<file path="src/rtl/dm_arbiter.sv">
// Round-robin sequencer sharing the data memory between the CPU load/store port (m0) and a DMA/debug port (m1).
// Define DM_ATOMIC_EN to add the load-linked/store-conditional reservation register.
module dm_arbiter #(
  parameter int AW = 32,
  parameter int DW = 32
) (
  input  logic          Clk,
  input  logic          Reset,
  input  logic          m0_req,
  input  logic          m1_req,
  input  logic          m0_we,
  input  logic          m1_we,
  input  logic [1:0]    m0_size,
  input  logic [1:0]    m1_size,
  input  logic          m0_ll,
  input  logic          m0_sc,
  input  logic [AW-1:0] m0_addr,
  input  logic [AW-1:0] m1_addr,
  input  logic [DW-1:0] m0_wdata,
  input  logic [DW-1:0] m1_wdata,
  output logic          m0_gnt,
  output logic          m1_gnt,
  output logic          m0_rvalid,
  output logic          m1_rvalid,
  output logic [DW-1:0] m0_rdata,
  output logic [DW-1:0] m1_rdata,
  output logic          m0_scok,
  output logic [AW-1:0] Ad,
  output logic [DW-1:0] WrData,
  output logic [2:0]    MemWr,
  output logic [1:0]    DMcut_sel,
  input  logic [DW-1:0] DM
);

  typedef enum logic [1:0] {IDLE, ACCESS, RESP} state_e;

  state_e        state_q, state_d;
  logic          lastM1_q, lastM1_d;
  logic          owner_q, owner_d;
  logic          we_q, we_d;
  logic          sc_q, sc_d;
  logic          ll_q, ll_d;
  logic [2:0]    wrCode_q, wrCode_d;
  logic [1:0]    cut_q, cut_d;
  logic [AW-1:0] addr_q, addr_d;
  logic [DW-1:0] wdata_q, wdata_d;
  logic [1:0]    size_d;
  logic [2:0]    scCode;
  logic          scOk;
  logic          anyGnt;

  assign anyGnt = m0_gnt | m1_gnt;

  always_ff @(posedge Clk or posedge Reset) begin
    if (Reset) state_q <= IDLE;
    else       state_q <= state_d;
  end

  always_comb begin
    state_d = state_q;
    case (state_q)
      IDLE:    if (anyGnt) state_d = ACCESS;
      ACCESS:  state_d = RESP;
      RESP:    state_d = IDLE;
      default: state_d = IDLE;
    endcase
  end

  // SC always behaves as a word store; LL only counts on a plain m0 load.
  always_comb begin
    owner_d = m1_gnt;
    if (m1_gnt) begin
      we_d    = m1_we;
      sc_d    = 1'b0;
      ll_d    = 1'b0;
      size_d  = m1_size;
      addr_d  = m1_addr;
      wdata_d = m1_wdata;
    end else begin
      we_d    = m0_we | m0_sc;
      sc_d    = m0_sc;
      ll_d    = m0_ll & ~m0_we & ~m0_sc;
      size_d  = m0_sc ? 2'd0 : m0_size;
      addr_d  = m0_addr;
      wdata_d = m0_wdata;
    end
    case (size_d)
      2'd1:    begin wrCode_d = 3'd2; cut_d = 2'd1; end
      2'd2:    begin wrCode_d = 3'd4; cut_d = 2'd2; end
      default: begin wrCode_d = 3'd1; cut_d = 2'd0; end
    endcase
    lastM1_d = (state_q == RESP) ? owner_q : lastM1_q;
  end

  always_ff @(posedge Clk or posedge Reset) begin
    if (Reset) begin
      owner_q  <= 1'b0;
      we_q     <= 1'b0;
      sc_q     <= 1'b0;
      ll_q     <= 1'b0;
      wrCode_q <= 3'd0;
      cut_q    <= 2'd0;
      addr_q   <= '0;
      wdata_q  <= '0;
      lastM1_q <= 1'b1;
    end else begin
      if (anyGnt) begin
        owner_q  <= owner_d;
        we_q     <= we_d;
        sc_q     <= sc_d;
        ll_q     <= ll_d;
        wrCode_q <= wrCode_d;
        cut_q    <= cut_d;
        addr_q   <= addr_d;
        wdata_q  <= wdata_d;
      end
      lastM1_q <= lastM1_d;
    end
  end

  // Grants are suppressed while Reset is held so no request is acknowledged and then dropped.
  always_comb begin
    m0_gnt    = 1'b0;
    m1_gnt    = 1'b0;
    MemWr     = 3'd0;
    m0_rvalid = 1'b0;
    m1_rvalid = 1'b0;
    m0_rdata  = '0;
    m1_rdata  = '0;
    m0_scok   = 1'b0;
    case (state_q)
      IDLE: begin
        if (!Reset) begin
          if (m0_req && m1_req) begin
            m0_gnt = lastM1_q;
            m1_gnt = !lastM1_q;
          end else begin
            m0_gnt = m0_req;
            m1_gnt = m1_req;
          end
        end
      end
      ACCESS: begin
        if (we_q) MemWr = sc_q ? scCode : wrCode_q;
      end
      RESP: begin
        m0_rvalid = !owner_q;
        m1_rvalid = owner_q;
        if (!we_q) begin
          if (owner_q) m1_rdata = DM;
          else         m0_rdata = DM;
        end
        m0_scok = !owner_q && sc_q && scOk;
      end
      default: ;
    endcase
  end

  assign Ad        = addr_q;
  assign WrData    = wdata_q;
  assign DMcut_sel = cut_q;

`ifdef DM_ATOMIC_EN
  logic          resValid_q;
  logic [AW-3:0] resWord_q;
  logic          scPass_q;
  logic          resHit;

  assign resHit = resValid_q && (resWord_q == addr_q[AW-1:2]);
  assign scCode = resHit ? 3'd3 : 3'd0;
  assign scOk   = scPass_q;

  // Any store hitting the reserved word, including a successful SC, consumes the reservation.
  always_ff @(posedge Clk or posedge Reset) begin
    if (Reset) begin
      resValid_q <= 1'b0;
      resWord_q  <= '0;
      scPass_q   <= 1'b0;
    end else if (state_q == ACCESS) begin
      scPass_q <= resHit;
      if (ll_q) begin
        resValid_q <= 1'b1;
        resWord_q  <= addr_q[AW-1:2];
      end else if (we_q && resHit) begin
        resValid_q <= 1'b0;
      end
    end
  end
`else
  logic unusedLl;
  assign unusedLl = ll_q;
  assign scCode   = 3'd1;
  assign scOk     = 1'b1;
`endif

endmodule

</file>
<file path="config.mk">
export PLATFORM = sky130hd
export DESIGN_NAME = dm_arbiter
export DESIGN_NICKNAME = d
export VERILOG_FILES = /design/src/rtl/dm_arbiter.sv
export SDC_FILE = /design/constraint.sdc
export NUM_CORES = 1
export LEC_CHECK = 0
export BUFFER_PORTS_ARGS = -buffer_cell sky130_fd_sc_hd__buf_2
export CAP_MARGIN = 20
export CORE_AREA = 2 2 121 123
export CTS_CLUSTER_DIAMETER = 150
export DETAILED_ROUTE_END_ITERATION = 10
export DIE_AREA = 0 0 123 125
export PLACE_DENSITY = 0.75
export SYNTH_ARGS = -nofsm -noshare
export SYNTH_HDL_FRONTEND = slang
export SYNTH_SLANG_ARGS = --single-unit
</file>
<file path="constraint.sdc">
create_clock -name Clk -period 2.2 [get_ports Clk]
set_clock_uncertainty 0.05 [all_clocks]
set_input_delay 0.44 -clock Clk [delete_from_list [all_inputs] [get_ports Clk]]
set_output_delay 0.44 -clock Clk [all_outputs]
set_load 0.02 [all_outputs]
</file>
==> impl_table.tex <==
\begin{tabular}{lr}
\hline
Metric & Value \\
\hline
\multicolumn{2}{l}{\textbf{Status}} \\
\quad Outcome & completed \\
\multicolumn{2}{l}{\textbf{Finish}} \\
\quad Area growth, synth to finish & 46.93\% \\
\quad Post-layout net count & slightly below 1,000 \\
\quad Highest-count cells in the layout ignoring fill and taps & sky130\_fd\_sc\_hd\_\_buf\_2 (306), sky130\_fd\_sc\_hd\_\_dfrtp\_1 (70), sky130\_fd\_sc\_hd\_\_nor2\_1 (66) \\
\quad Most common cell after layout, fill and taps aside & sky130\_fd\_sc\_hd\_\_buf\_2 \\
\quad Final core area utilization & approximately 44\% \\
\quad Layout cell share with drive strength beyond 1 & 44.49\% \\
\quad Filler Cells Inserted & 1,462 \\
\multicolumn{2}{l}{\textbf{Flow run}} \\
\quad Max cap viols & 0 \\
\multicolumn{2}{l}{\textbf{Synth}} \\
\quad EDFF count, synth & 0 \\
\quad Mean Syn Cell Area & roughly 8.0 µm² \\
\quad Primary flip-flop cell chosen by synthesis mapping & sky130\_fd\_sc\_hd\_\_dfrtp\_1 \\
\quad Post-synthesis cell area & approximately 4300 µm² \\
\quad Yosys reg bits & between 70 and 80 \\
\quad Total nets after synthesis & 708 \\
\quad Fraction of synthesis flops using an asynchronous set or reset pin & 100.0\% \\
\quad Sequential area share after synthesis & between 40\% and 50\% \\
\quad Cells after synthesis & roughly 530 \\
\quad Distinct cells, synth & 34 \\
\quad Synth warnings & 0 \\
\multicolumn{2}{l}{\textbf{Detailed routing}} \\
\quad Drt wl/cell & between 15 and 20 µm \\
\quad Post-DRT Antenna Nets & 0 \\
\quad Average vias per placed instance & 5.064 \\
\quad Total number of vias & 5,069 \\
\quad Number of remaining DRC errors & 0 \\
\quad Number of design-rule violations left by the first detailed-router iteration & between 300 and 400 \\
\quad Total wire length after detailed routing & around 16,000 µm \\
\quad First-pass iteration count of the detailed router & 4 \\
\multicolumn{2}{l}{\textbf{Floorplanning}} \\
\quad Number of placement rows & between 40 and 50 \\
\quad CORE AREA & 14,200 µm² \\
\quad Chip height & $\sim$130 µm \\
\quad Num ports & 310 \\
\quad Die Area & approximately 15,000 µm² \\
\quad Die span in x & between 100 and 150 µm \\
\quad Initial cell density of the core & 30.22\% \\
\multicolumn{2}{l}{\textbf{GRT}} \\
\quad Global-route wire length before repair & 24,500 µm \\
\quad Global routing usage summed across all routing layers & between 20\% and 30\% \\
\quad Via count of the first global-routing pass & roughly 4,800 \\
\quad Overflow left after global routing & 0 \\
\quad Pin count of the biggest net entering global routing & 65 \\
\quad Initial antenna violation count & 0 \\
\multicolumn{2}{l}{\textbf{Power}} \\
\quad Overall power consumption & 5672 µW \\
\quad Power density of the placed cells & approximately 900 nW/µm² \\
\quad Leakage & 0.003029 µW \\
\quad Largest voltage drop on the vdd net & about 0.43 mV \\
\multicolumn{2}{l}{\textbf{Setup path}} \\
\quad Worst Setup Start Kind & register \\
\quad Crit Path Category & register to output pin \\
\quad Kind of end point of the critical path & output pin \\
\quad Worst Path Max Fanout & 4 \\
\quad Worst Path Arrival & 1.62 ns \\
\quad Required time at the worst-slack endpoint & 1.71 ns \\
\multicolumn{2}{l}{\textbf{STA}} \\
\quad Normalized max-slew margin & about 64\% \\
\quad Least-Margin Pin Slew & 0.5434 ns \\
\quad Final count of hold timing violations & 0 \\
\quad Post-route minimum period & around 2.1 ns \\
\quad Final Slew Violations & 0 \\
\quad Setup repair after global routing missed its margin & no \\
\quad Setup\_tns & 0 ns \\
\quad Top achievable clock speed & 474.3 MHz \\
\quad Total setup violations reported at the end of the flow & 0 \\
\quad Worst hold margin & $\sim$0.14 ns \\
\quad Crit share post-route & 95.83\% \\
\multicolumn{2}{l}{\textbf{Clock tree}} \\
\quad Longest Clk Path Bufs & 2 \\
\quad Number of sinks driven by the clock tree & 73 \\
\quad Setup fix buffers added after clock tree synthesis & 0 \\
\quad Clock tree root driver cell & sky130\_fd\_sc\_hd\_\_clkbuf\_16 \\
\quad Clock H-tree levels & 3 \\
\quad Register clock-pin slew on the reported worst setup and hold paths & around 0.06 ns \\
\quad TritonCTS clock tree & yes \\
\quad Inserted Clock Buffers & 9 \\
\quad Clock insertion delay at the later pin of the skew report & roughly 0.33 ns \\
\multicolumn{2}{l}{\textbf{Placed design}} \\
\quad Placed wire-length estimate & 11,670 µm \\
\quad Final estimated routing congestion in global placement & between 0.8 and 0.9 \\
\quad Number of buffers inserted by port buffering & 308 \\
\multicolumn{2}{l}{\textbf{Hold path}} \\
\quad Kind of path behind the tightest hold check & input pin to async pin \\
\hline
\end{tabular}
==> layout make-up <==
cell class / count / area [µm²] / area share [%]
clock inverter: 5 / 55.05 / 0.8728
multi-input combinational: 392 / 2153 / 34.14
antenna: 1 / 2.502 / 0.03967
sequential: 73 / 1831 / 29.02
inverter: 7 / 30.03 / 0.4761
tap: 184 / 230.2 / 3.650
clock buffer: 11 / 242.7 / 3.848
timing repair buffer: 328 / 1763 / 27.95
==> final timing paths <==
kind / from / cells after the start / endpoint / slack (ns)
worst max-delay path: state_q[0]$_DFFE_PP0P_ / 6 / m1_gnt / 0.09
worst min-delay path: Reset / 2 / Ad[22]$_DFFE_PP0P_ / 0.14
worst max register to register: lastM1_q$_DFFE_PP1P_ / 5 / wrCode_q[0]$_DFFE_PP0P_ / 0.36
worst min register to register: lastM1_q$_DFFE_PP1P_ / 2 / lastM1_q$_DFFE_PP1P_ / 0.45
max in group asynchronous: Reset / 3 / WrData[3]$_DFFE_PP0P_ / 1.37
min in group Clk: m1_we / 2 / we_q$_DFFE_PP0P_ / 0.30
==> synth_stat cells, drive strengths merged, types with 2 or more instances <==
cell type  number  share of area (%)
buf            41                5.5
dfrtp          72                 42
and2            3               0.44
nor3            2               0.61
mux2            5                1.3
inv             7               0.61
mux2i           2               0.47
a31oi          64                9.3
ha              2               0.58
or2             2               0.29
clkbuf         21                1.8
o21ai          65                7.6
nor2b           3               0.44
a21oi          65                7.6
nand2           4               0.35
nand3          64                7.5
nand2b         34                5.0
nor2           68                5.9
==> worst max-delay path: stages (launching register included) <==
cell	delay [ns]
sky130_fd_sc_hd__dfrtp_1	0.37
sky130_fd_sc_hd__buf_4	0.15
sky130_fd_sc_hd__nor3_4	0.16
sky130_fd_sc_hd__nand2_1	0.13
sky130_fd_sc_hd__buf_4	0.18
sky130_fd_sc_hd__inv_1	0.11
sky130_fd_sc_hd__buf_2	0.20
==> routing by layer <==
layer | wire, µm | share of wire (%) | track usage [%] | vias up
met2 | 8444 | 52 | 38.09 | 230
li1 | - | - | - | 2451
met4 | 206 | 1.3 | 5.348 | 0
met1 | 6194 | 38 | 23.04 | 2373
met3 | 1334 | 8.2 | 4.653 | 15
met5 | 0 | 0 | 0 | -
==> flip-flops by register name, summed over array words and instances (netlist names) <==
signal	flops
Ad	32
WrData	32
wrCode_q	3
state_q	2
lastM1_q	1
owner_q	1
sc_q	1
we_q	1
==> cell families after synthesis <==
logic type | share of synthesized area [%]
buffers and inverters | 7.957
DFF | 42.58
and+or+nand+nor | 21.80
adders and majority gates | 0.5828
AOI/OAI and AO/OA | 25.30
muxes | 1.778
==> per-stage QoR <==
| stage | setup slack, ns | std cells | cell area (µm²) |
|---|---|---|---|
| floorplan | 0.2385 | 534 | 4297 |
| global placement | 0.2818 | 984 | 5977 |
| detailed placement | 0.2643 | 984 | 5977 |
| CTS | 0.01059 | 1000 | 6290 |
| global route | 0.001543 | 1000 | 6305 |
| finish | 0.09167 | 1001 | 6307 |
==> repair_timing <==
item                                    4_1_cts  5_1_grt
endpoints found under the setup margin       38       14
gates resized for setup                       5        5
cloned                                        0        0
hold buffers                                  0        0
pin swaps                                     0        1
==> power by group <==
group          leakage [µW]  internal [µW]  switching [µW]
registers          0.000812           1710             240
clock network      0.000142            905             565
logic               0.00208            817            1440
total               0.00303           3430            2240
Power figures use the tool's default switching activity.
